--- config.mk ---
export PLATFORM = sky130hd
export DESIGN_NAME = reset_release_sequencer
export DESIGN_NICKNAME = d
export VERILOG_FILES = /design/src/rtl/reset_release_sequencer.sv
export SDC_FILE = /design/constraint.sdc
export NUM_CORES = 1
export LEC_CHECK = 0
export CORE_MARGIN = 5
export CORE_UTILIZATION = 48
export CTS_BUF_LIST = sky130_fd_sc_hd__clkbuf_4 sky130_fd_sc_hd__clkbuf_8 sky130_fd_sc_hd__clkbuf_16
export CTS_CLUSTER_DIAMETER = 80
export DETAILED_ROUTE_END_ITERATION = 7
export GPL_TIMING_DRIVEN = 0
export PLACE_DENSITY = 0.73
export SYNTH_ARGS = -nofsm -noshare
export SYNTH_HDL_FRONTEND = slang
export SYNTH_SLANG_ARGS = --single-unit
--- constraint.sdc ---
create_clock -name clk -period 1.6 [get_ports clk]
set_input_delay 0.48 -clock clk [delete_from_list [all_inputs] [get_ports clk]]
set_output_delay 0.48 -clock clk [all_outputs]
set_load 0.01 [all_outputs]
--- src/rtl/reset_release_sequencer.sv ---
// reset_release_sequencer
//   Takes the synchronized active-low reset and releases N_STAGES downstream
//   reset domains in order (stage 0 first). The first stage is released
//   INIT_CYCLES after as_rst goes high, and each later stage follows STAGE_GAP
//   cycles after the previous one. Once every stage is out of reset, a
//   software request pulls all stages low for SW_RST_CYCLES and then runs the
//   release sequence again.
//
// Ports
//   clk         system clock
//   as_rst      active-low reset from the synchronizer; asserts asynchronously
//   hold        in ASSERT, 1 freezes the initial count
//   sw_rst_req  software reset request, sampled every cycle, accepted only in DONE
//   rst_n_out   per-stage active-low reset, bit k drives domain k
//   seq_done    1 while all stages are released
//   sw_rst_ack  one-cycle pulse on the edge that accepts sw_rst_req
//   stage_idx   number of stages currently released
module reset_release_sequencer #(
    parameter int N_STAGES      = 3,
    parameter int INIT_CYCLES   = 16,
    parameter int STAGE_GAP     = 8,
    parameter int SW_RST_CYCLES = 4
) (
    input  logic                              clk,
    input  logic                              as_rst,
    input  logic                              hold,
    input  logic                              sw_rst_req,
    output logic [N_STAGES-1:0]               rst_n_out,
    output logic                              seq_done,
    output logic                              sw_rst_ack,
    output logic [$clog2(N_STAGES+1)-1:0]     stage_idx
);

    localparam int MAX_AB = (INIT_CYCLES > STAGE_GAP) ? INIT_CYCLES : STAGE_GAP;
    localparam int MAX_C  = (MAX_AB > SW_RST_CYCLES) ? MAX_AB : SW_RST_CYCLES;
    localparam int CNT_W  = $clog2(MAX_C) + 1;
    localparam int SIDX_W = $clog2(N_STAGES + 1);

    localparam logic [CNT_W-1:0]  INIT_LAST = CNT_W'(INIT_CYCLES - 1);
    localparam logic [CNT_W-1:0]  GAP_LAST  = CNT_W'(STAGE_GAP - 1);
    localparam logic [CNT_W-1:0]  SW_LAST   = CNT_W'(SW_RST_CYCLES - 1);
    localparam logic [SIDX_W-1:0] IDX_LAST  = SIDX_W'(N_STAGES - 1);

    typedef enum logic [1:0] {ASSERT, RELEASE, DONE, SWRST} state_t;

    state_t              state, state_d;
    logic [CNT_W-1:0]    cnt, cnt_d;
    logic [N_STAGES-1:0] rst_d;
    logic                done_d, ack_d;
    logic [SIDX_W-1:0]   idx_d;

    always_ff @(posedge clk or negedge as_rst) begin
        if (!as_rst) begin
            state      <= ASSERT;
            cnt        <= '0;
            rst_n_out  <= '0;
            seq_done   <= 1'b0;
            sw_rst_ack <= 1'b0;
            stage_idx  <= '0;
        end else begin
            state      <= state_d;
            cnt        <= cnt_d;
            rst_n_out  <= rst_d;
            seq_done   <= done_d;
            sw_rst_ack <= ack_d;
            stage_idx  <= idx_d;
        end
    end

    always_comb begin
        state_d = state;
        cnt_d   = cnt;
        rst_d   = rst_n_out;
        done_d  = seq_done;
        ack_d   = 1'b0;
        idx_d   = stage_idx;
        unique case (state)
            ASSERT: begin
                if (!hold) begin
                    if (cnt == INIT_LAST) begin
                        rst_d[0] = 1'b1;
                        idx_d    = SIDX_W'(1);
                        cnt_d    = '0;
                        if (N_STAGES == 1) begin
                            done_d  = 1'b1;
                            state_d = DONE;
                        end else begin
                            state_d = RELEASE;
                        end
                    end else begin
                        cnt_d = cnt + CNT_W'(1);
                    end
                end
            end
            RELEASE: begin
                if (cnt == GAP_LAST) begin
                    // stage_idx is the count released so far, so it is
                    // also the index of the next stage to release.
                    for (int k = 0; k < N_STAGES; k++)
                        if (stage_idx == SIDX_W'(k)) rst_d[k] = 1'b1;
                    idx_d = stage_idx + SIDX_W'(1);
                    cnt_d = '0;
                    if (stage_idx == IDX_LAST) begin
                        done_d  = 1'b1;
                        state_d = DONE;
                    end
                end else begin
                    cnt_d = cnt + CNT_W'(1);
                end
            end
            DONE: begin
                if (sw_rst_req) begin
                    rst_d   = '0;
                    done_d  = 1'b0;
                    idx_d   = '0;
                    ack_d   = 1'b1;
                    cnt_d   = '0;
                    state_d = SWRST;
                end
            end
            SWRST: begin
                if (cnt == SW_LAST) begin
                    cnt_d   = '0;
                    state_d = ASSERT;
                end else begin
                    cnt_d = cnt + CNT_W'(1);
                end
            end
            default: begin
                state_d = ASSERT;
                cnt_d   = '0;
            end
        endcase
    end

endmodule

### Word level (Yosys, flattened, before mapping)

Cells that the tools add are included.

| word-level totals | value |
|---|---|
| flip-flop bits (word level) | 14 |
| latch bits | 0 |
| RAM bits | 0 |
| bits in read-only memories | 0 |
| input port bits | 4 |
| output and inout bits | 7 |
| word-level logic and storage cells | 66 |
| memories | 0 |

| operators by class | value |
|---|---|
| add/sub/neg operators | 2 |
| multipliers | 0 |
| divide/modulo/power cells | 0 |
| magnitude comparators | 0 |
| eq/ne operators | 16 |
| shifts and indexed selects | 0 |
| multiplexer cells | 30 |
| bitwise operators | 0 |
| reductions and logical operators | 10 |

Operator list:

| kind | count |
|---|---|
| two-way mux 5 bit | 5 |
| one-hot mux 5 bit (4 select lines) | 1 |
| two-way mux 2 bit | 8 |
| inequality test 2 bit (second input constant) | 8 |
| AND reduction 6 bit | 2 |
| two-way mux 1 bit | 9 |
| one-hot mux 2 bit (4 select lines) | 1 |
| AND reduction 4 bit | 2 |
| == test 2 bit (second input constant) | 3 |
| two-way mux 3 bit | 2 |
| one-hot mux 2 bit (3 select lines) | 1 |
| adder 5 x 1 -> 5 bit (second input constant) | 1 |
| == test 5 x 2 -> 1 bit (second input constant) | 1 |
| == test 5 x 3 -> 1 bit (second input constant) | 1 |
| == test 5 x 4 -> 1 bit (second input constant) | 1 |
| AND reduction 5 bit | 1 |
| == test 2 x 1 -> 1 bit (second input constant) | 2 |
| zero test 2 bit | 2 |
| one-hot mux 2 bit (2 select lines) | 1 |
| one-hot mux 1 bit (3 select lines) | 1 |
| nonzero test 3 bit | 1 |
| adder 2 x 1 -> 2 bit (second input constant) | 1 |
| one-hot mux 1 bit (2 select lines) | 1 |
| AND reduction 2 bit | 1 |
| nonzero test 2 bit | 1 |

### Longest topological paths before layout

| depth | value |
|---|---|
| depth after elaboration | 4 |
| gate-level depth with buffers | 8 |
| gate-level depth less buffers | 8 |

### Worst setup path before layout

OpenSTA, ideal clock, no wires.

| timing path | value |
|---|---|
| path kind | register to register |
| start point | reg cnt[0] |
| end point | reg cnt[4] |
| data arrival time | 1.636 ns |
| setup slack | -0.123 ns |
| stages on the path, launching flop included | 7 |
| buffers on the path | 0 |
| cells stage by stage | dfrtp_1 -> ha_1 -> nand3_1 -> inv_1 -> ha_1 -> or4_1 -> a22oi_1 |

| between the ends | value |
|---|---|
| word-level cells in the longest chain between the ends | 4 |
| elaborated cells between the ends (all ways) | 9 |
| those cells by class | add/sub: 1; eq/ne: 3; mux: 5 |

RTL lines:

| item | line | source |
|---|---|---|
| start: declaration | 47 | `logic [CNT_W-1:0] cnt, cnt_d;` |
| start signal: assignment | 62 | `cnt <= cnt_d;` |
| adder 5 x 1 -> 5 bit or == test 5 x 4 -> 1 bit (tied branches) | -- |  |
| two-way mux 5 bit | 80 | `if (cnt == INIT_LAST) begin` |
| two-way mux 5 bit | 79 | `if (!hold) begin` |
| one-hot mux 5 bit (4 select lines) (*) | 77 | `unique case (state)` |

Mark *: on every way between the ends. The rest lies on a longest branch, timed or not. The select of a mux whose other input is x is not followed.
A chain may end at the register's enable or synchronous reset.

### Worst setup path in the final report

| timing path | value |
|---|---|
| start point | reg cnt[0] |
| end point | reg state[1] |

| between the ends | value |
|---|---|
| word-level cells in the longest chain between the ends | 3 |
| elaborated cells between the ends (all ways) | 7 |
| those cells by class | eq/ne: 6; reduce/logical: 1 |

RTL lines:

| item | line | source |
|---|---|---|
| == test 5 x 2 -> 1 bit (tied with other cells) | 122 | `if (cnt == SW_LAST) begin` |
| inequality test 2 bit (no source line) | -- |  |
| AND reduction 6 bit (no source line) (*) | -- |  |
| end signal: assignment | 61 | `state <= state_d;` |
| end: declaration | 46 | `state_t state, state_d;` |

Mark *: on every way between the ends. The rest lies on a longest branch, timed or not.

==> results.tsv <==
metric	value	unit
fin. max-slew vios	0	
H-tree level count	1	
Startpoint Class	flip-flop	
skew final	11.48	ps
hold path start	rst_n_out[2]	
Initial Util	51.33	%
cts hold-fix bufs	0	
Reg2Reg Launch Point	cnt[0]	
worst hold path cell count	1	
Worst R2R End	state[1]	
CTS tree	done	
violated checks	setup timing	
register area	325.3	µm²
DR iter-0 viols	10	
Skew-Pair Late Insertion Delay	280	ps
Yosys reg bits	13	
final period utilization	108.0	%
clock buffer depth	2	
vias in the first global route	791	
Post-DP HPWL	1336	µm
Util after Layout	72.83	%
final WL	2189	µm
Die ar.	2830	µm²
I/O Pins	11	
Area Overhead vs Synth	41.90	%
ANT cells	0	
Total Routing Usage GR	17.37	%
VDD IR max	0.6351	mV
row cnt	15	
status	complete, but fails checks	
Vias	767	
syn_nets	108	
most common cell after layout, fill and taps aside	dfrtp_1	
final worst setup slack	-128.6	ps
first-pass GRT wire length	3525	µm
Area contributors post-synth	dfrtp_1 (36%), ha_1 (15%), mux2i_1 (5.6%)	
Core ar.	1745	µm²
fin crit period	1729	ps
Synth Instances	93	
WHS	526.2	ps
Syn Area/Cell	9.633	µm²
most frequent cells in the layout	dfrtp_1 (13), buf_4 (10), inv_1 (9)	
DRT antenna net count	0	
final hold violations	0	
maxcap violations	0	
IO Port Bufs	10	
worst r2r path cells	5	
DR WL/cell	15.52	µm
layout net count	132	
layout cells sized above 1	34.48	%
Hold Crit Endpoint	rst_n_out[2]	
Placement Cell Area	1045	µm²
Final Setup Violations	4	
multi-input logic area	664.4	µm²
initial antenna violation count	0	
Final Cell Area	1271	µm²
largest net degree at the start of global routing	14	
worst slew pin tran	610.8	ps
Cell variety after synth	30	
Reg clk slew, reported paths	80	ps
area leader, netlist	dfrtp_1	
Synth warnings	0	
fmax	578.5	MHz
share of the synthesized area in the top cell type	36.31	%
RSZ-0062 raised after global routing	yes	
Cell Area, Synth	895.9	µm²
Setup crit end kind	flip-flop	
Filler cells	129	
Vias/cell	5.440	
Required @ worst endpoint	1760	ps
Crit Path Category	flip-flop to flip-flop	
GR Overflow Total	0	
register area share after synthesis	36.31	%
# DRC	0	
Die Span Y	53.20	µm
Die W	53.20	µm
crit path max fanout	6	
flop-to-flop setup slack	-130	ps
clock sinks	13	
Leak	0.5850	nW
hold crit path type	flip-flop to flip-flop	
Slew headroom	59.15	%
placer congestion estimate	0.7966	
Worst Path Arrival	1890	ps
Pwr per Cell Area	550.7	nW/µm²
CTS Root Buffer Type	clkbuf_4	
TritonRoute pass-1 iters	4	
CTS Buf Count	3	
report_power, final:
part / internal [W] / switching (W)
Combinational: 0.0000576 / 0.0000657
Clock: 0.000113 / 0.000115
Sequential: 0.000339 / 0.00000879
layer usage:
layer	vias to the layer above	track usage, %	share of wire (%)
li1	373	-	-
met1	377	20.31	45
met2	13	29.18	52
met3	4	3.944	1.9
met4	0	8.936	1.0
met5	-	0	0
synthesized netlist by cell type:
cell type and n:
a22o_1 1, dfrtp_1 13, nand2_1 8, ha_1 11
nand2b_1 3, a211oi_1 1, a21oi_2 1, a21o_1 2
inv_1 11, o2bb2ai_1 2, buf_2 1, nor4b_1 1
nand4bb_1 1, nor2_1 3, a221oi_2 1, nor2b_1 1
a21oi_1 4, mux2_4 1, or4_1 1, a22oi_1 1
nand3_1 7, o21ai_0 5, or4b_4 1, o31ai_1 1
mux2_2 1, nand4b_1 1, buf_4 1, o21ai_2 1
mux2i_1 5, nor3_1 2
repair_timing:
| action | CTS | global route |
|---|---|---|
| setup buffers | 5 | 4 |
| endpoints found under the setup margin | 16 | 12 |
| resized for setup | 27 | 10 |
| pin swaps | 6 | 3 |
area by class of cell:
type / instances / area share, %
plain buffers: 2 / 1.476
clock buffers: 4 / 2.362
inverters: 11 / 3.248
multi-input cells: 67 / 52.26
flip-flops and latches: 13 / 25.59
well taps: 25 / 2.461
repair buffers: 19 / 12.60
stage by stage:
stage	std cells	total power (W)	TNS, ps	setup slack (ps)
after floorplan	93	0.0004150	-88.16	-47.27
after global placement	128	0.0004585	-1515	-227.5
after detailed placement	128	0.0004621	-1842	-274.9
after CTS	137	0.0006879	-152.9	-113.5
after global routing	141	0.0007425	-1101	-179.3
final	141	0.0007000	-301.3	-128.6
critical path, stage by stage (launching register included):
cell and delay (ps):
dfrtp_1 410, ha_4 180, or4b_4 480, a21oi_4 170
o21ai_4 80, mux2_4 300
cell families after synthesis:
group / synth area share (%)
mux: 8.519
compound gates: 15.78
fa+ha+maj: 15.36
buf+inv: 6.005
flops: 36.31
simple gates: 18.02
worst max-delay path by stage:
stage,cells after the start,end,start
after floorplan,5,state[1],cnt[1]
after global placement,5,stage_idx[1],hold
after detailed placement,5,stage_idx[1],hold
after CTS,5,state[1],cnt[0]
after global routing,5,state[1],cnt[0]
final,5,state[1],cnt[0]
state kept, by name (all words and copies together), names as in the netlist:
register,flops
cnt,5
rst_n_out,3
stage_idx,2
state,2
sw_rst_ack,1
No activity file was read; power rests on OpenSTA's default activity.
